--- config.mk ---
export PLATFORM = sky130hd
export DESIGN_NAME = elevator_floor_ctrl
export DESIGN_NICKNAME = d
export VERILOG_FILES = /design/src/rtl/elevator_pkg.sv /design/src/rtl/elevator_timer.sv /design/src/rtl/elevator_floor_ctrl.sv
export SDC_FILE = /design/constraint.sdc
export NUM_CORES = 1
export LEC_CHECK = 0
export BUFFER_PORTS_ARGS = -buffer_cell sky130_fd_sc_hd__buf_2
export CAP_MARGIN = 0
export CORE_ASPECT_RATIO = 1.75
export CORE_MARGIN = 2
export CORE_UTILIZATION = 45
export CTS_CLUSTER_SIZE = 40
export DETAILED_ROUTE_END_ITERATION = 8
export PLACE_DENSITY_LB_ADDON = 0.25
export SYNTH_ARGS = -nofsm -noshare
export SYNTH_HDL_FRONTEND = slang
export SYNTH_HIERARCHICAL = 1
export SYNTH_SLANG_ARGS = --single-unit
export TNS_END_PERCENT = 100
--- constraint.sdc ---
create_clock -name clk -period 3.7 [get_ports clk]
set_input_delay 0.37 -clock clk [delete_from_list [all_inputs] [get_ports clk]]
set_output_delay 0.37 -clock clk [all_outputs]
set_load 0.1 [all_outputs]
--- src/rtl/elevator_pkg.sv ---
// Shared types and helpers for the single-car elevator floor controller.
package elevator_pkg;

  localparam int N_FLOORS = 8;
  localparam int FLOOR_W  = 3;

  typedef enum logic [1:0] {
    ST_IDLE   = 2'd0,
    ST_MOVING = 2'd1,
    ST_DOOR   = 2'd2
  } state_e;

  typedef enum logic {
    DIR_UP   = 1'b0,
    DIR_DOWN = 1'b1
  } dir_e;

  // Floors strictly beyond f in direction d; empty past the top/bottom floor,
  // which is what keeps floor_bin from ever wrapping.
  function automatic logic [N_FLOORS-1:0] ahead_mask(input logic [FLOOR_W-1:0] f,
                                                     input dir_e d);
    logic [N_FLOORS-1:0] m;
    m = '0;
    for (int i = 0; i < N_FLOORS; i++) begin
      if (d == DIR_UP) m[i] = (i > int'(f));
      else             m[i] = (i < int'(f));
    end
    return m;
  endfunction

endpackage

--- src/rtl/elevator_timer.sv ---
// Wrapping cycle counter 0..TC-1; done marks the enabled terminal-count cycle.
module elevator_timer #(
  parameter int unsigned TC = 1
) (
  input  logic clk,
  input  logic reset,
  input  logic i_clear,
  input  logic i_enable,
  output logic o_done
);

  localparam int W = (TC > 1) ? $clog2(TC) : 1;
  localparam logic [W-1:0] LAST = W'(TC - 1);

  logic [W-1:0] r_cnt;

  always_ff @(posedge clk) begin
    if (reset || i_clear)  r_cnt <= '0;
    else if (i_enable)     r_cnt <= (r_cnt == LAST) ? '0 : r_cnt + 1'b1;
  end

  assign o_done = i_enable && (r_cnt == LAST);

endmodule

--- src/rtl/elevator_floor_ctrl.sv ---
// Elevator floor controller: request register, IDLE/MOVING/DOOR_OPEN FSM with
// collective-in-direction scheduling, travel and door timers.
module elevator_floor_ctrl import elevator_pkg::*; #(
  parameter int unsigned TRAVEL_CYCLES = 50_000_000,
  parameter int unsigned DOOR_CYCLES   = 150_000_000
) (
  input  logic                clk,
  input  logic                reset,
  input  logic [N_FLOORS-1:0] call_btn,
  input  logic                overload,
  output logic [FLOOR_W-1:0]  floor_bin,
  output logic                moving_up,
  output logic                moving_down,
  output logic                door_open,
  output logic [N_FLOORS-1:0] pending
);

  state_e              r_state, w_state_nxt;
  dir_e                r_dir, w_dir_nxt;
  logic [FLOOR_W-1:0]  r_floor, w_floor_nxt, w_new_floor;
  logic [N_FLOORS-1:0] r_pending, w_clr;
  logic                w_door_rst;
  logic                w_travel_done, w_door_done;

  elevator_timer #(.TC(TRAVEL_CYCLES)) u_travel_tmr (
    .clk      (clk),
    .reset    (reset),
    .i_clear  (r_state != ST_MOVING),
    .i_enable (r_state == ST_MOVING),
    .o_done   (w_travel_done)
  );

  // Overload and a same-floor call both pin the door count at zero.
  elevator_timer #(.TC(DOOR_CYCLES)) u_door_tmr (
    .clk      (clk),
    .reset    (reset),
    .i_clear  ((r_state != ST_DOOR) || overload || w_door_rst),
    .i_enable ((r_state == ST_DOOR) && !overload),
    .o_done   (w_door_done)
  );

  always_ff @(posedge clk) begin
    if (reset) begin
      r_state   <= ST_IDLE;
      r_dir     <= DIR_UP;
      r_floor   <= '0;
      r_pending <= '0;
    end else begin
      r_state   <= w_state_nxt;
      r_dir     <= w_dir_nxt;
      r_floor   <= w_floor_nxt;
      r_pending <= (r_pending | call_btn) & ~w_clr;
    end
  end

  always_comb begin
    w_state_nxt = r_state;
    w_dir_nxt   = r_dir;
    w_floor_nxt = r_floor;
    w_clr       = '0;
    w_door_rst  = 1'b0;
    w_new_floor = (r_dir == DIR_UP) ? r_floor + 1'b1 : r_floor - 1'b1;
    case (r_state)
      ST_IDLE: begin
        if (r_pending[r_floor]) begin
          w_clr[r_floor] = 1'b1;
          w_state_nxt    = ST_DOOR;
        end else if ((r_pending & ahead_mask(r_floor, r_dir)) != '0) begin
          w_state_nxt = ST_MOVING;
        end else if (r_pending != '0) begin
          w_dir_nxt   = (r_dir == DIR_UP) ? DIR_DOWN : DIR_UP;
          w_state_nxt = ST_MOVING;
        end
      end
      ST_MOVING: begin
        if (w_travel_done) begin
          w_floor_nxt = w_new_floor;
          if (r_pending[w_new_floor]) begin
            w_clr[w_new_floor] = 1'b1;
            w_state_nxt        = ST_DOOR;
          end else if ((r_pending & ahead_mask(w_new_floor, r_dir)) == '0) begin
            w_state_nxt = ST_IDLE;
          end
        end
      end
      ST_DOOR: begin
        if (r_pending[r_floor]) begin
          w_clr[r_floor] = 1'b1;
          w_door_rst     = 1'b1;
        end else if (w_door_done) begin
          w_state_nxt = ST_IDLE;
        end
      end
      default: w_state_nxt = ST_IDLE;
    endcase
  end

  always_comb begin
    floor_bin   = r_floor;
    pending     = r_pending;
    moving_up   = (r_state == ST_MOVING) && (r_dir == DIR_UP);
    moving_down = (r_state == ST_MOVING) && (r_dir == DIR_DOWN);
    door_open   = (r_state == ST_DOOR);
  end

endmodule

# Word-level counts from Yosys, hierarchy flattened
# Index checks and enable logic that the tools add are counted.
word_totals:
  register_bits: 68
  input_bits: 11
  out_inout_bits: 14
  elab_cells: 164
classes:
  n_addsub: 4
  order_cmp: 32
  n_eq_ne: 11
  mux: 83
  n_bitwise: 8
  n_reduce_logical: 20
op_table:
  columns: ["op", "n"]
  rows:
  - ["$mux 1", 63]
  - ["$add 28x1->28 const B", 1]
  - ["$eq 28x28->1 const B", 1]
  - ["$mux 28", 1]
  - ["$add 26x1->26 const B", 1]
  - ["$eq 26x26->1 const B", 1]
  - ["$mux 26", 1]
  - ["$and 8x8->8", 3]
  - ["$gt 3x3->1 const A", 8]
  - ["$mux 8", 3]
  - ["$lt 3x3->1 const A", 6]
  - ["$mux 2", 8]
  - ["$pmux 8 s2", 1]
  - ["$reduce_bool 8->1", 2]
  - ["$gt 2x3->1 const A", 4]
  - ["$lt 1x3->1 const A", 4]
  - ["$lt 2x3->1 const A", 4]
  - ["$logic_not 8->1", 1]
  - ["$lt 3x4->1 const B", 2]
  - ["$not 8->8", 1]
  - ["$or 8x8->8", 1]
  - ["$logic_and 1x1->1", 7]
  - ["$bmux 1 s3", 2]
  - ["$demux 1 s3", 2]
  - ["other kinds (20)", 30]

# Logic depth before layout (Yosys ltp)
logic_depth:
  ltp_word: 13
  mapped_depth: 12
  mapped_depth_nobuf: 10

# Modules after synthesis
# The synthesis kept the hierarchy.
modules_own_cells:
  columns: ["module", "instances", "cells_each", "area_each_um2", "seq_area_each_um2"]
  rows:
  - ["elevator_floor_ctrl", 1, 182, 1460.2, 280.3]
  - ["elevator_timer (u_door_tmr)", 1, 169, 1411.4, 560.5]
  - ["elevator_timer (u_travel_tmr)", 1, 161, 1338.8, 520.5]

# Worst setup path after synthesis
# Ideal clock, no wire load.
synth_path:
  kind: "register to register"
  from: "register r_floor[0], in the netlist floor_bin[0]"
  to: "register r_state[0]"
  setup_ns: 0.058
  t_arrival_ns: 3.440
  required_time_ns: 3.642
  path_slack_ns: 0.202
  stages_incl_launch_ff: 11
  path_buffers: 2
  period_less_slack_ns: 3.498
  cell_sequence: "dfxtp_1 > buf_6 > clkinv_1 > ha_1 > buf_4 > xor2_2 > mux4_2 > mux2_2 > a311o_1 > a21oi_1 > o21ba_1"
synth_via:
  elab_chain_len: 11
  word_cells_on_any_way: 104
  classes_between: "2 x add/sub; 28 x order compare; 3 x eq/ne; 66 x mux; 2 x bitwise; 3 x reduce/logical"
synth_lines:
  columns: ["item", "line", "source"]
  rows:
  - ["start, declared", "elevator_floor_ctrl.sv:20", "logic [FLOOR_W-1:0] r_floor, w_floor_nxt, w_new_floor;"]
  - ["start signal, assigned", "elevator_floor_ctrl.sv:51", "r_floor <= w_floor_nxt;"]
  - ["$add 3x1->3 or $sub 3x1->3 (tied branches)", "elevator_floor_ctrl.sv:62", "w_new_floor = (r_dir == DIR_UP) ? r_floor + 1'b1 : r_floor - 1'b1;"]
  - ["$mux 3", "elevator_floor_ctrl.sv:62", null]
  - ["$lt 1x3->1, or another cell as far along", "elevator_pkg.sv:26", "else m[i] = (i < int'(f));"]
  - ["$mux 1", "elevator_pkg.sv:25", "if (d == DIR_UP) m[i] = (i > int'(f));"]
  - ["$mux 1", "elevator_floor_ctrl.sv:78", "if (r_pending[w_new_floor]) begin"]
  - ["$mux 1", "elevator_floor_ctrl.sv:76", "if (w_travel_done) begin"]
  - ["$mux 1", "elevator_floor_ctrl.sv:63", "case (r_state)"]
  - ["$and 8x8->8", "elevator_floor_ctrl.sv:81", "end else if ((r_pending & ahead_mask(w_new_floor, r_dir)) == '0) begin"]
  - ["$logic_not 8->1", "elevator_floor_ctrl.sv:81", null]
  - ["$ne 3x3->1 (no source line)", null, null]
  - ["$reduce_and 5->1 (no source line)", null, null]
  - ["end signal, assigned", "elevator_floor_ctrl.sv:49", "r_state <= w_state_nxt;"]
  - ["end, declared", "elevator_floor_ctrl.sv:18", "state_e r_state, w_state_nxt;"]
# Parallel ways exist; a longest one is shown, timed or not. The select of a mux whose other input is x is not followed.
# A chain may end at the register's enable or synchronous reset.

# Final worst setup path
layout_path:
  from: "register r_floor[1], in the netlist floor_bin[1]"
  to: "register r_state[0]"
# Same word-level chain as after synthesis.

==> impl.org <==
** Critical path
- The critical path contains buffers and inverters numbering 2 combined.
- The largest individual stage delay along the critical path comes from the cell dfxtp_1.
- At the worst endpoint, the arrival time is 3.36 ns.
- For the worst flop-to-flop path, the logic depth is 10.
- Of all nets on the critical path, the largest fanout is 15.
- Max stage delay on crit path :: around 0.60 ns
- Startpoint-to-endpoint class of the critical path :: flop to flop
- Grouping stages by cell kind, the critical path spends the most delay in compound AO/OA/AOI/OAI gates.
- The cell that appears most often on the critical path is a21oi_1.
- The worst setup path is launched from a flop.
- Type of destination of the critical path :: flop
- In this run the number of cells on the critical path is 10.
- Crit path cell chain :: inv_1 -> ha_1 -> buf_4 -> or3b_2 -> a21oi_1 -> o31ai_1 -> a211oi_1 -> a311o_1 -> a21oi_1 -> o21ba_1
- For the worst setup path, the data required time is around 4 ns.

** Min path
- Count of cells along the worst hold path :: 3
- The tightest min-delay check is of the input port to flop type.

** Layout
- In the final layout, the share of cells above drive strength 1 is 0.134.
- Commonest non-fill, non-tap cell in the layout :: dfxtp_1
- Area growth, synth to finish :: 11.2%
- Leaving out fill and tap cells, the most frequent cells in the layout are 68 x dfxtp_1, 49 x nor2_1, 47 x nand2_1.
- At the end of the flow, the number of nets in the layout was 547.
- Filler Cell Count :: 932
- The repair_antennas step left the layout with diodes totalling 0.

** Routing
- Highest metal layer with signal wires :: met4
- In this run the remaining antenna-violating nets after routing total 0.
- Routed len/inst :: around 16 um
- Vias post-DR :: between 3000 and 4000
- Sum of routed wire length over all layers :: between 10000 and 15000 um
- After detailed routing, the number of vias per cell comes to just over 6.
- The routed design uses slightly below 400 um of met3 wire.
- Before antenna repair, the detailed router went through 7 iterations.
- After detailed routing, the number of remaining DRC violations is 0.
- For this block, wires on met1 add up to 4310 um.
- Metal2 WL :: 5650 um
- For this block, the initial DRC count from the detailed router was about 200.

** Flow run
- Max-Cap Viols :: 0

** Logic synthesis
- dfxtp_1 takes more of the synthesized area than any other cell.
- Complex-gate fraction of the synthesized area :: 0.185
- Among all flip-flop cells after synthesis, the most frequent one is dfxtp_1.
- Multiplexer share of the synthesized area :: 0.0363
- The Yosys step of the flow raised 6 warnings.
- The share of the Yosys chip area taken by registers is 0.323.
- Number of register bits inferred by synthesis :: 68
- Number of enable flip-flop cells after synthesis :: 0
- By area, the combinational part of the netlist is dominated by simple AND/OR/NAND/NOR gates.
- Synthesis produced a netlist whose cell count is between 500 and 600.
- Summing every instance area after synthesis gives 0.00421 sq mm.
- Simple-gate share of the synthesized area :: 0.308
- Post-synth ARST share :: 0
- Parity-gate share of the synthesized area counting xor and xnor cells :: 0.0621
- The synthesized netlist contains 75 unique library cells.
- Of the total synthesized cell area, the portion taken by full adders, half adders and majority gates is 0.0321.
- Average footprint of a synthesized cell :: a little over 8 sq um
- The number of nets handed over by synthesis was 533.
- Cell types with the largest area share after synthesis :: dfxtp_1 32%, nor2_1 4.4%, nand2_1 4.2%, a21oi_1 4.2%, xor2_1 4.2%
- The share of synthesized area in the top cell type comes to 0.323.

** Global route
- The initial antenna violation count was 0.
- Largest net degree at the start of global routing :: 28
- GRT overflow :: 0
- Via count of the first global-routing pass :: ~3700
- The first global-routing pass estimated between 15000 and 20000 um of wire.
- Across every metal layer, demand over resource in global routing totals 0.214.

** Power
- Summed over all cells, the static leakage comes to ~1.5 nW.
- The completed layout was analyzed and its total power is 2.14 mW.
- Power density normalized to cell area :: 457 mW/mm^2
- Peak ir drop on the vdd network :: 0.000368 V

** STA
- Pins over their slew limit :: 0
- Post-route setup TNS :: 0 ns
- Setup violations remaining at the end of the flow were counted as 0.
- For the pin with the worst max-slew slack, the measured transition is 0.981 ns.
- The final count of hold timing violations is 0.
- Derived from the worst setup path, the maximum achievable clock frequency is 0.318 GHz.
- On the final layout, the worst clock skew is just over 0.007 ns.
- Headroom to the max-slew limit came out at 0.345.
- Setup repair after global routing missed its margin :: no
- After layout, the minimum clock period comes to around 3.1 ns.
- Tcrit/Tclk final :: 0.850

** Clock network
- After clock tree synthesis, the flow added hold-fix buffers numbering 0.
- Clock tree synthesis selected as its root buffer the cell clkbuf_16.
- The clock net in this run drives a total of 68 sinks.
- The later pin in the worst-skew pair is clocked with a latency of about 0.33 ns.
- TritonCTS built the clock tree.
- Resized cells post-CTS :: 0
- The number of setup buffers added after CTS is 0.
- Clock-pin slew was measured on the worst setup and hold paths at ~0.06 ns.
- Buffers inserted during clock tree synthesis total 9.
- Max H-tree Level :: 3
- Clock buffer depth :: 2

** Floorplanning
- The initial utilization of the core area, before any placement, comes to 0.463.
- 25 I/O pins were placed.
- Core box area :: 0.00909 sq mm
- From bottom edge to top edge, the die measures 132 um.
- Full die area :: 0.0102 sq mm
- Width of the die :: 77.1 um
- Site Rows :: 46

** Placement
- Buffers placed on the I/O ports in this run total 24.
- At the end of routability-driven placement, the weighted congestion stood at approximately 0.85.
- DP Wirelength :: roughly 7700 um

** Outcome
- Result of the run :: finished clean
-- cells in the mapped netlist, drive strengths merged, types with 3 or more instances --
cell type / n
and3: 6
o31ai: 14
nand2: 47
dfxtp: 68
a221oi: 5
nor3: 6
clkbuf: 10
or3: 17
nand4: 27
nor4: 8
and2: 9
buf: 18
nand3: 24
o21bai: 6
a31oi: 3
ha: 10
or4: 17
mux2: 3
o21ai: 23
xnor2: 8
a21oi: 35
inv: 10
nor2: 49
o22ai: 3
a311o: 3
nor3b: 3
xor2: 21
mux2i: 7
and4: 9
o211ai: 3
-- power by group --
group | leakage, nW | switching (mW) | internal (mW)
Combinational | 0.826 | 0.284 | 0.120
Clock | 0.160 | 0.315 | 0.628
Sequential | 0.551 | 0.0406 | 0.752
-- cell type report --
| type | instances | area (sq um) | share of cell area |
|---|---|---|---|
| clock buffer | 13 | 260 | 0.0556 |
| clock inverter | 3 | 68.8 | 0.0147 |
| inverter | 12 | 45.0 | 0.00962 |
| multi-input combinational | 404 | 2620 | 0.560 |
| sequential | 68 | 1360 | 0.291 |
| tap | 120 | 150 | 0.0321 |
| timing repair buffer | 31 | 173 | 0.0369 |
-- worst min-delay path, cell delays in order --
cell and delay (ns):
buf_2 0.10, o21bai_1 0.11, a221oi_1 0.05
-- state kept, by name (all words and copies together) (netlist names) --
name	flops
u_travel_tmr/r_cnt	26
r_state	2
floor_bin	3
pending	8
r_dir	1
u_door_tmr/r_cnt	28
-- through the flow --
step	instance area (sq um)	std cells	hold WS, ns	worst slack (ns)	util
2_1_floorplan	4210	512	0.447	0.202	-
3_3_place_gp	4350	635	0.461	0.721	0.479
3_5_place_dp	4350	635	0.482	0.610	0.479
4_1_cts	4680	651	0.331	0.587	0.515
5_1_grt	4680	651	0.349	0.405	0.515
6_report	4680	651	0.341	0.556	0.515
-- layer usage --
| layer | GRT usage | vias up |
|---|---|---|
| met5 | 0 | - |
| met4 | 0.116 | 0 |
| met3 | 0.0274 | 34 |
| met2 | 0.378 | 101 |
| met1 | 0.246 | 1909 |
| li1 | - | 1945 |
-- cell families after synthesis --
| family | Yosys count |
|---|---|
| AO/OA/AOI/OAI | 117 |
| XOR/XNOR | 29 |
| adder cells (fa/ha/maj) | 11 |
| buffers and inverters | 40 |
| flip-flops | 68 |
| multiplexers | 12 |
| AND/OR/NAND/NOR | 235 |
-- path summary, 6_finish.rpt --
check	start	endpoint	slack (ns)
worst min register to register	u_travel_tmr/r_cnt[20]	u_travel_tmr/r_cnt[20]	0.49
worst min-delay path	call_btn[3]	pending[3]	0.34
worst max register to register	floor_bin[1]	r_state[0]	0.56
worst max-delay path	floor_bin[1]	r_state[0]	0.56
Power figures use the tool's default switching activity.
